===== src/rtl/hazard_ctrl.sv =====
// Central hazard unit for the 5-stage pipeline: stall, forwarding selects and mult/div busy tracking.
// Optional macro HAZARD_STATS_EN adds a saturating stall_cnt output.
module hazard_ctrl #(
  parameter int MULT_CYCLES = 5,
  parameter int DIV_CYCLES  = 10
) (
  input  logic       clk,
  input  logic       reset,
  input  logic [4:0] rs_d,
  input  logic [4:0] rt_d,
  input  logic [1:0] tuse_rs_d,
  input  logic [1:0] tuse_rt_d,
  input  logic [4:0] wa_d,
  input  logic [1:0] src_d,
  input  logic       md_start_d,
  input  logic       md_div_d,
  input  logic       md_use_d,
  output logic       stall,
  output logic [2:0] fwd_rs_d,
  output logic [2:0] fwd_rt_d,
  output logic [2:0] fwd_rs_e,
  output logic [2:0] fwd_rt_e,
  output logic [2:0] fwd_rt_m,
  output logic       md_busy
`ifdef HAZARD_STATS_EN
  ,
  output logic [31:0] stall_cnt
`endif
);

  localparam int MD_MAX = (MULT_CYCLES > DIV_CYCLES) ? MULT_CYCLES : DIV_CYCLES;
  localparam int CNT_W  = $clog2(MD_MAX + 1);

  typedef enum logic [1:0] {
    SRC_ALU  = 2'd0,
    SRC_MEM  = 2'd1,
    SRC_PC8  = 2'd2,
    SRC_NONE = 2'd3
  } src_e;

  typedef struct packed {
    logic [4:0] rs;
    logic [4:0] rt;
    logic [4:0] wa;
    src_e       src;
    logic [1:0] tnew;
  } rec_t;

  localparam rec_t E_BUBBLE = '{rs: 5'd0, rt: 5'd0, wa: 5'd0, src: SRC_NONE, tnew: 2'd0};

  // E keeps the full record; M and W only keep what later hazard checks still read.
  rec_t             rec_e, rec_d;
  logic             md_start_e, md_div_e;
  logic [4:0]       rt_m, wa_m, wa_w;
  src_e             src_m, src_w;
  logic [1:0]       tnew_m;
  logic [CNT_W-1:0] md_cnt;
  logic             raw_stall;

  function automatic logic [1:0] tnew_at_e(input src_e s);
    case (s)
      SRC_ALU: return 2'd1;
      SRC_MEM: return 2'd2;
      default: return 2'd0;
    endcase
  endfunction

  function automatic logic hits(input logic [4:0] a, input logic [4:0] wa, input src_e s);
    return (a != 5'd0) && (wa == a) && (s != SRC_NONE);
  endfunction

  function automatic logic raw_hazard(input logic [4:0] a, input logic [1:0] tuse, input rec_t e,
                                      input logic [4:0] wm, input src_e sm, input logic [1:0] tm);
    return (tuse != 2'd3) &&
           ((hits(a, e.wa, e.src) && (e.tnew > tuse)) || (hits(a, wm, sm) && (tm > tuse)));
  endfunction

  function automatic logic [2:0] sel_d(input logic [4:0] a, input rec_t e,
                                       input logic [4:0] wm, input src_e sm,
                                       input logic [4:0] ww, input src_e sw);
    if (hits(a, e.wa, e.src)) return (e.src == SRC_PC8) ? 3'b001 : 3'b000;
    if (hits(a, wm, sm)) begin
      case (sm)
        SRC_ALU: return 3'b010;
        SRC_PC8: return 3'b011;
        default: return 3'b000;
      endcase
    end
    if (hits(a, ww, sw)) return (sw == SRC_PC8) ? 3'b101 : 3'b100;
    return 3'b000;
  endfunction

  function automatic logic [2:0] sel_e(input logic [4:0] a, input logic [4:0] wm, input src_e sm,
                                       input logic [4:0] ww, input src_e sw);
    if (hits(a, wm, sm)) begin
      case (sm)
        SRC_ALU: return 3'b001;
        SRC_PC8: return 3'b010;
        default: return 3'b000;
      endcase
    end
    if (hits(a, ww, sw)) return (sw == SRC_PC8) ? 3'b100 : 3'b011;
    return 3'b000;
  endfunction

  function automatic logic [2:0] sel_m(input logic [4:0] a, input logic [4:0] ww, input src_e sw);
    if (hits(a, ww, sw)) return (sw == SRC_PC8) ? 3'b010 : 3'b001;
    return 3'b000;
  endfunction

  assign md_busy = (md_cnt != '0);

  // NOTE: every variable driven here gets a value before any condition, so no latch can form.
  always_comb begin
    rec_d     = E_BUBBLE;
    rec_d.rs  = rs_d;
    rec_d.rt  = rt_d;
    rec_d.wa  = wa_d;
    rec_d.src = src_e'(src_d);
    rec_d.tnew = tnew_at_e(src_e'(src_d));
    raw_stall = raw_hazard(rs_d, tuse_rs_d, rec_e, wa_m, src_m, tnew_m) ||
                raw_hazard(rt_d, tuse_rt_d, rec_e, wa_m, src_m, tnew_m);
    stall     = raw_stall || (md_use_d && (md_busy || md_start_e));
  end

  assign fwd_rs_d = sel_d(rs_d, rec_e, wa_m, src_m, wa_w, src_w);
  assign fwd_rt_d = sel_d(rt_d, rec_e, wa_m, src_m, wa_w, src_w);
  assign fwd_rs_e = sel_e(rec_e.rs, wa_m, src_m, wa_w, src_w);
  assign fwd_rt_e = sel_e(rec_e.rt, wa_m, src_m, wa_w, src_w);
  assign fwd_rt_m = sel_m(rt_m, wa_w, src_w);

  // NOTE: state registers use non-blocking assignments so every stage samples pre-edge values.
  always_ff @(posedge clk) begin
    if (reset) begin
      rec_e      <= E_BUBBLE;
      md_start_e <= 1'b0;
      md_div_e   <= 1'b0;
      rt_m       <= '0;
      wa_m       <= '0;
      src_m      <= SRC_NONE;
      tnew_m     <= '0;
      wa_w       <= '0;
      src_w      <= SRC_NONE;
    end else begin
      wa_w   <= wa_m;
      src_w  <= src_m;
      rt_m   <= rec_e.rt;
      wa_m   <= rec_e.wa;
      src_m  <= rec_e.src;
      tnew_m <= (rec_e.tnew != 2'd0) ? rec_e.tnew - 2'd1 : 2'd0;
      if (stall) begin
        rec_e      <= E_BUBBLE;
        md_start_e <= 1'b0;
        md_div_e   <= 1'b0;
      end else begin
        rec_e      <= rec_d;
        md_start_e <= md_start_d;
        md_div_e   <= md_div_d;
      end
    end
  end

  // A start sitting in E (re)loads the busy count on the following edge.
  always_ff @(posedge clk) begin
    if (reset) begin
      md_cnt <= '0;
    end else if (md_start_e) begin
      md_cnt <= md_div_e ? CNT_W'(DIV_CYCLES) : CNT_W'(MULT_CYCLES);
    end else if (md_busy) begin
      md_cnt <= md_cnt - CNT_W'(1);
    end
  end

`ifdef HAZARD_STATS_EN
  always_ff @(posedge clk) begin
    if (reset) begin
      stall_cnt <= '0;
    end else if (stall && (stall_cnt != '1)) begin
      stall_cnt <= stall_cnt + 32'd1;
    end
  end
`endif

endmodule


===== config.mk =====
export PLATFORM = sky130hd
export DESIGN_NAME = hazard_ctrl
export DESIGN_NICKNAME = d
export VERILOG_FILES = /design/src/rtl/hazard_ctrl.sv
export SDC_FILE = /design/constraint.sdc
export NUM_CORES = 1
export LEC_CHECK = 0
export CAP_MARGIN = 20
export CORE_MARGIN = 5
export CORE_UTILIZATION = 42
export CTS_CLUSTER_DIAMETER = 30
export DETAILED_ROUTE_END_ITERATION = 6
export GPL_TIMING_DRIVEN = 0
export SLEW_MARGIN = 5
export SYNTH_ARGS = -nofsm -noshare
export SYNTH_HDL_FRONTEND = slang
export SYNTH_SLANG_ARGS = --single-unit

===== constraint.sdc =====
create_clock -name clk -period 7.6 [get_ports clk]
set_input_delay 1.52 -clock clk [delete_from_list [all_inputs] [get_ports clk]]
set_output_delay 1.52 -clock clk [all_outputs]
set_load 0.03 [all_outputs]

==> results.py <==
metrics = {
    "detailed_routing": {
        "firstDrtPassIters": 5,
        "wirelength_um": 6610,
        "ant_nets": 0,
        "drc_errors": 0,
        "post_drt_via_cell_ratio": 5.19,
        "first_iter_violations": 141,
        "vias": 2180,
        "wl_per_cell_um": 15.7,
    },
    "pwr": {
        "p_leak_nw": 1.28,
        "vdd_drop_max_mv": 0.169,
        "powerDensity_nw_per_um2": 215,
    },
    "yosys": {
        "yosys_warnings": 0,
        "synthXorXnorAreaFrac_pct": 17.2,
        "synth_top_area_share_pct": 33.5,
        "yosysMostFrequentCell": "dfxtp_1",
        "seq_area_frac_synth_pct": 33.5,
        "async_reset_ff_share_pct": 0,
        "synth_top_family_by_area": "simple AND/OR/NAND/NOR gates",
        "syn_area_um2": 2750,
        "synthTopCellsByArea": "dfxtp_1, xnor2_1, xor2_1",
        "synth_commonest_cells": "dfxtp_1, xnor2_1, xor2_1",
        "ys_ff_latch": 46,
        "muxShareOfSynthArea_pct": 0.410,
        "synth_edf_count": 0,
        "synthSimpleGateAreaFrac_pct": 28.9,
        "synth_nets": 334,
        "synthAdderAreaFrac_pct": 5.01,
        "synth_area_leader_cell": "dfxtp_1",
        "synth_cell_types": 49,
        "syn_area_per_cell_um2": 9.24,
        "synthFlopType": "dfxtp_1",
        "syn-instance-count": 297,
        "synth_compound_area_share_pct": 7.93,
    },
    "worst_setup_path": {
        "arrival_ps": 4440,
        "max_stage_delay_ps": 670,
        "cp_max_fo": 10,
        "path_cells": "clkdlybuf4s50_1 > xnor2_1 > nand4_1 > or3_1 > o311ai_1 > buf_4 > or2_1 > clkdlybuf4s50_1",
        "crit_path_end_kind": "primary output",
        "cpMostUsedCell": "clkdlybuf4s50_1",
        "critPathLaunchType": "input pin",
        "required_ps": 6080,
        "critPathKind": "input pin to primary output",
        "cpMaxStageDelayCell": "clkdlybuf4s50_1",
        "path_buf_inv": 3,
        "cpLargestDelayFamily": "buffers and inverters",
    },
    "cts": {
        "postCtsSetupBuffers": 0,
        "cts_tree": "yes",
        "cts_buffers": 5,
        "postCtsHoldBufs": 0,
        "ctsResizeCount": 0,
        "cts.sinks": 46,
        "clk_path_buf_depth": 2,
        "clockRootBuffer": "clkbuf_8",
        "path_clk_slew_ps": 90,
        "h-tree-depth": 2,
        "clk_latency_ps": 310,
    },
    "flow_run": {
        "maxCapViolations": 0,
    },
    "placement": {
        "hpwl_um": 5190,
        "place_inst": 412,
        "port_buffers": 38,
        "routabilityCongestion": 0.879,
        "dpl_cell_area_um2": 3220,
    },
    "final_layout": {
        "regArea_um2": 921,
        "area.growth.synth_to_final_pct": 20.6,
        "finalNonFillerCells": 420,
        "antenna_cells": 0,
        "final_area_um2": 3310,
        "fillCellCount": 605,
        "multi_input_area_um2": 1640,
        "fin_util_pct": 52.1,
        "drive_gt1_share_pct": 11.4,
        "layout.nets": 379,
    },
    "floorplanning": {
        "start_util_pct": 43.2,
        "die_area_um2": 8250,
        "ios": 43,
        "core_area_um2": 6350,
        "row_count": 29,
        "die_width_um": 90.8,
        "die_y_um": 90.8,
    },
    "hold_path": {
        "min-delay-path-class": "flip-flop to flip-flop",
    },
    "sta": {
        "setup_violations": 0,
        "hold_violations": 0,
        "setup_tns_ps": 0,
        "finClkSkew_ps": 9.74,
        "grt_setup_unrepaired": "no",
        "max_freq_mhz": 168,
        "finalMaxSlewViolations": 0,
        "fin_crit_sh_pct": 78.5,
        "fin_crit_ps": 5960,
        "tightest_slew_ps": 655,
        "worst_hold_slack_ps": 440,
        "slew_headroom_pct": 56.3,
    },
    "grt": {
        "grt-ovfl-total": 0,
        "grt_usage_pct": 16.1,
        "antenna_found_initial": 0,
        "grt_pass1_wl_um": 10800,
        "grt_max_degree": 16,
        "first_global_vias": 2091,
    },
    "outcome": {
        "status": "finished clean",
    },
}
## worst paths after layout
kind	from	endpoint	slack, ps	cells past startpoint
hold reg to reg	rec_e[0]$_SDFF_PP0_	tnew_m[0]$_SDFF_PP0_	440	1
setup / recovery	rt_d[3]	stall	1640	8
hold / removal	rec_e[0]$_SDFF_PP0_	tnew_m[0]$_SDFF_PP0_	440	1
setup reg to reg	wa_m[3]$_SDFF_PP0_	rec_e[16]$_SDFF_PP0_	5240	7
## stage by stage
stage / power, mW / setup WS, ps
2_1_floorplan: 0.492 / 2470
3_3_place_gp: 0.560 / 1660
3_5_place_dp: 0.564 / 1630
4_1_cts: 0.715 / 1600
5_1_grt: 0.756 / 1490
6_report: 0.711 / 1640
## report_power, final
group / leakage (nW) / internal [mW] / switching [mW]
logic: 0.855 / 0.121 / 0.134
clock network: 0.0483 / 0.0649 / 0.0882
registers: 0.378 / 0.273 / 0.0294
total: 1.28 / 0.459 / 0.251
## layout make-up
| type | count | area share (%) |
|---|---|---|
| multi-input cells | 207 | 49.4 |
| flip-flops and latches | 46 | 27.8 |
| repair buffers | 38 | 11.5 |
| plain buffers | 24 | 3.44 |
| well taps | 77 | 2.91 |
| inverters | 20 | 2.27 |
| clock buffers | 5 | 2.08 |
| clock inverters | 3 | 0.567 |
## metal layers
metal | wire length [um] | vias to the layer above | share of wire [%] | track usage [%]
li1 | - | 1112 | - | -
met1 | 3220 | 1015 | 49 | 22.5
met2 | 2930 | 48 | 44 | 24.9
met3 | 368 | 5 | 5.6 | 3.75
met4 | 82 | 0 | 1.2 | 4.40
met5 | 0 | - | 0 | 0
## state kept, by name (all words and copies together), names as in the netlist
signal / flops
md_cnt: 4
md_start_e: 1
md_div_e: 1
rec_e: 19
src_m: 2
src_w: 2
wa_m: 5
rt_m: 5
wa_w: 5
tnew_m: 2
## cell usage in the layout, fill, tap and decap left out, types with 2 or more instances in the layout
master	n
nor4_1	7
nand3_1	3
nor4b_2	11
clkbuf_1	19
xor2_1	24
or2_2	4
nand3b_1	2
or2_1	2
clkbuf_8	5
clkinv_2	2
xnor2_1	30
o21ai_0	4
buf_4	2
nor2b_1	19
o22ai_1	3
nor4_2	7
a22oi_1	2
dfxtp_1	46
nor3_1	13
buf_6	2
inv_1	20
a221o_1	2
nand2_1	8
nand4_1	5
a21oi_1	6
ha_1	11
and3_1	2
clkdlybuf4s50_1	38
o32ai_1	2
or4_1	6
nor2_1	12
nand2b_1	3
## cells by family (layout without fill, tap and decap cells)
group           count (synthesis)  in the layout
buf+inv                        44             90
simple gates                  111            111
compound gates                 29             29
other cells                     1              1
flops                          46             46
mux                             1              1
xor+xnor                       54             54
fa+ha+maj                      11             11
(Power assumes the default switching activity.)
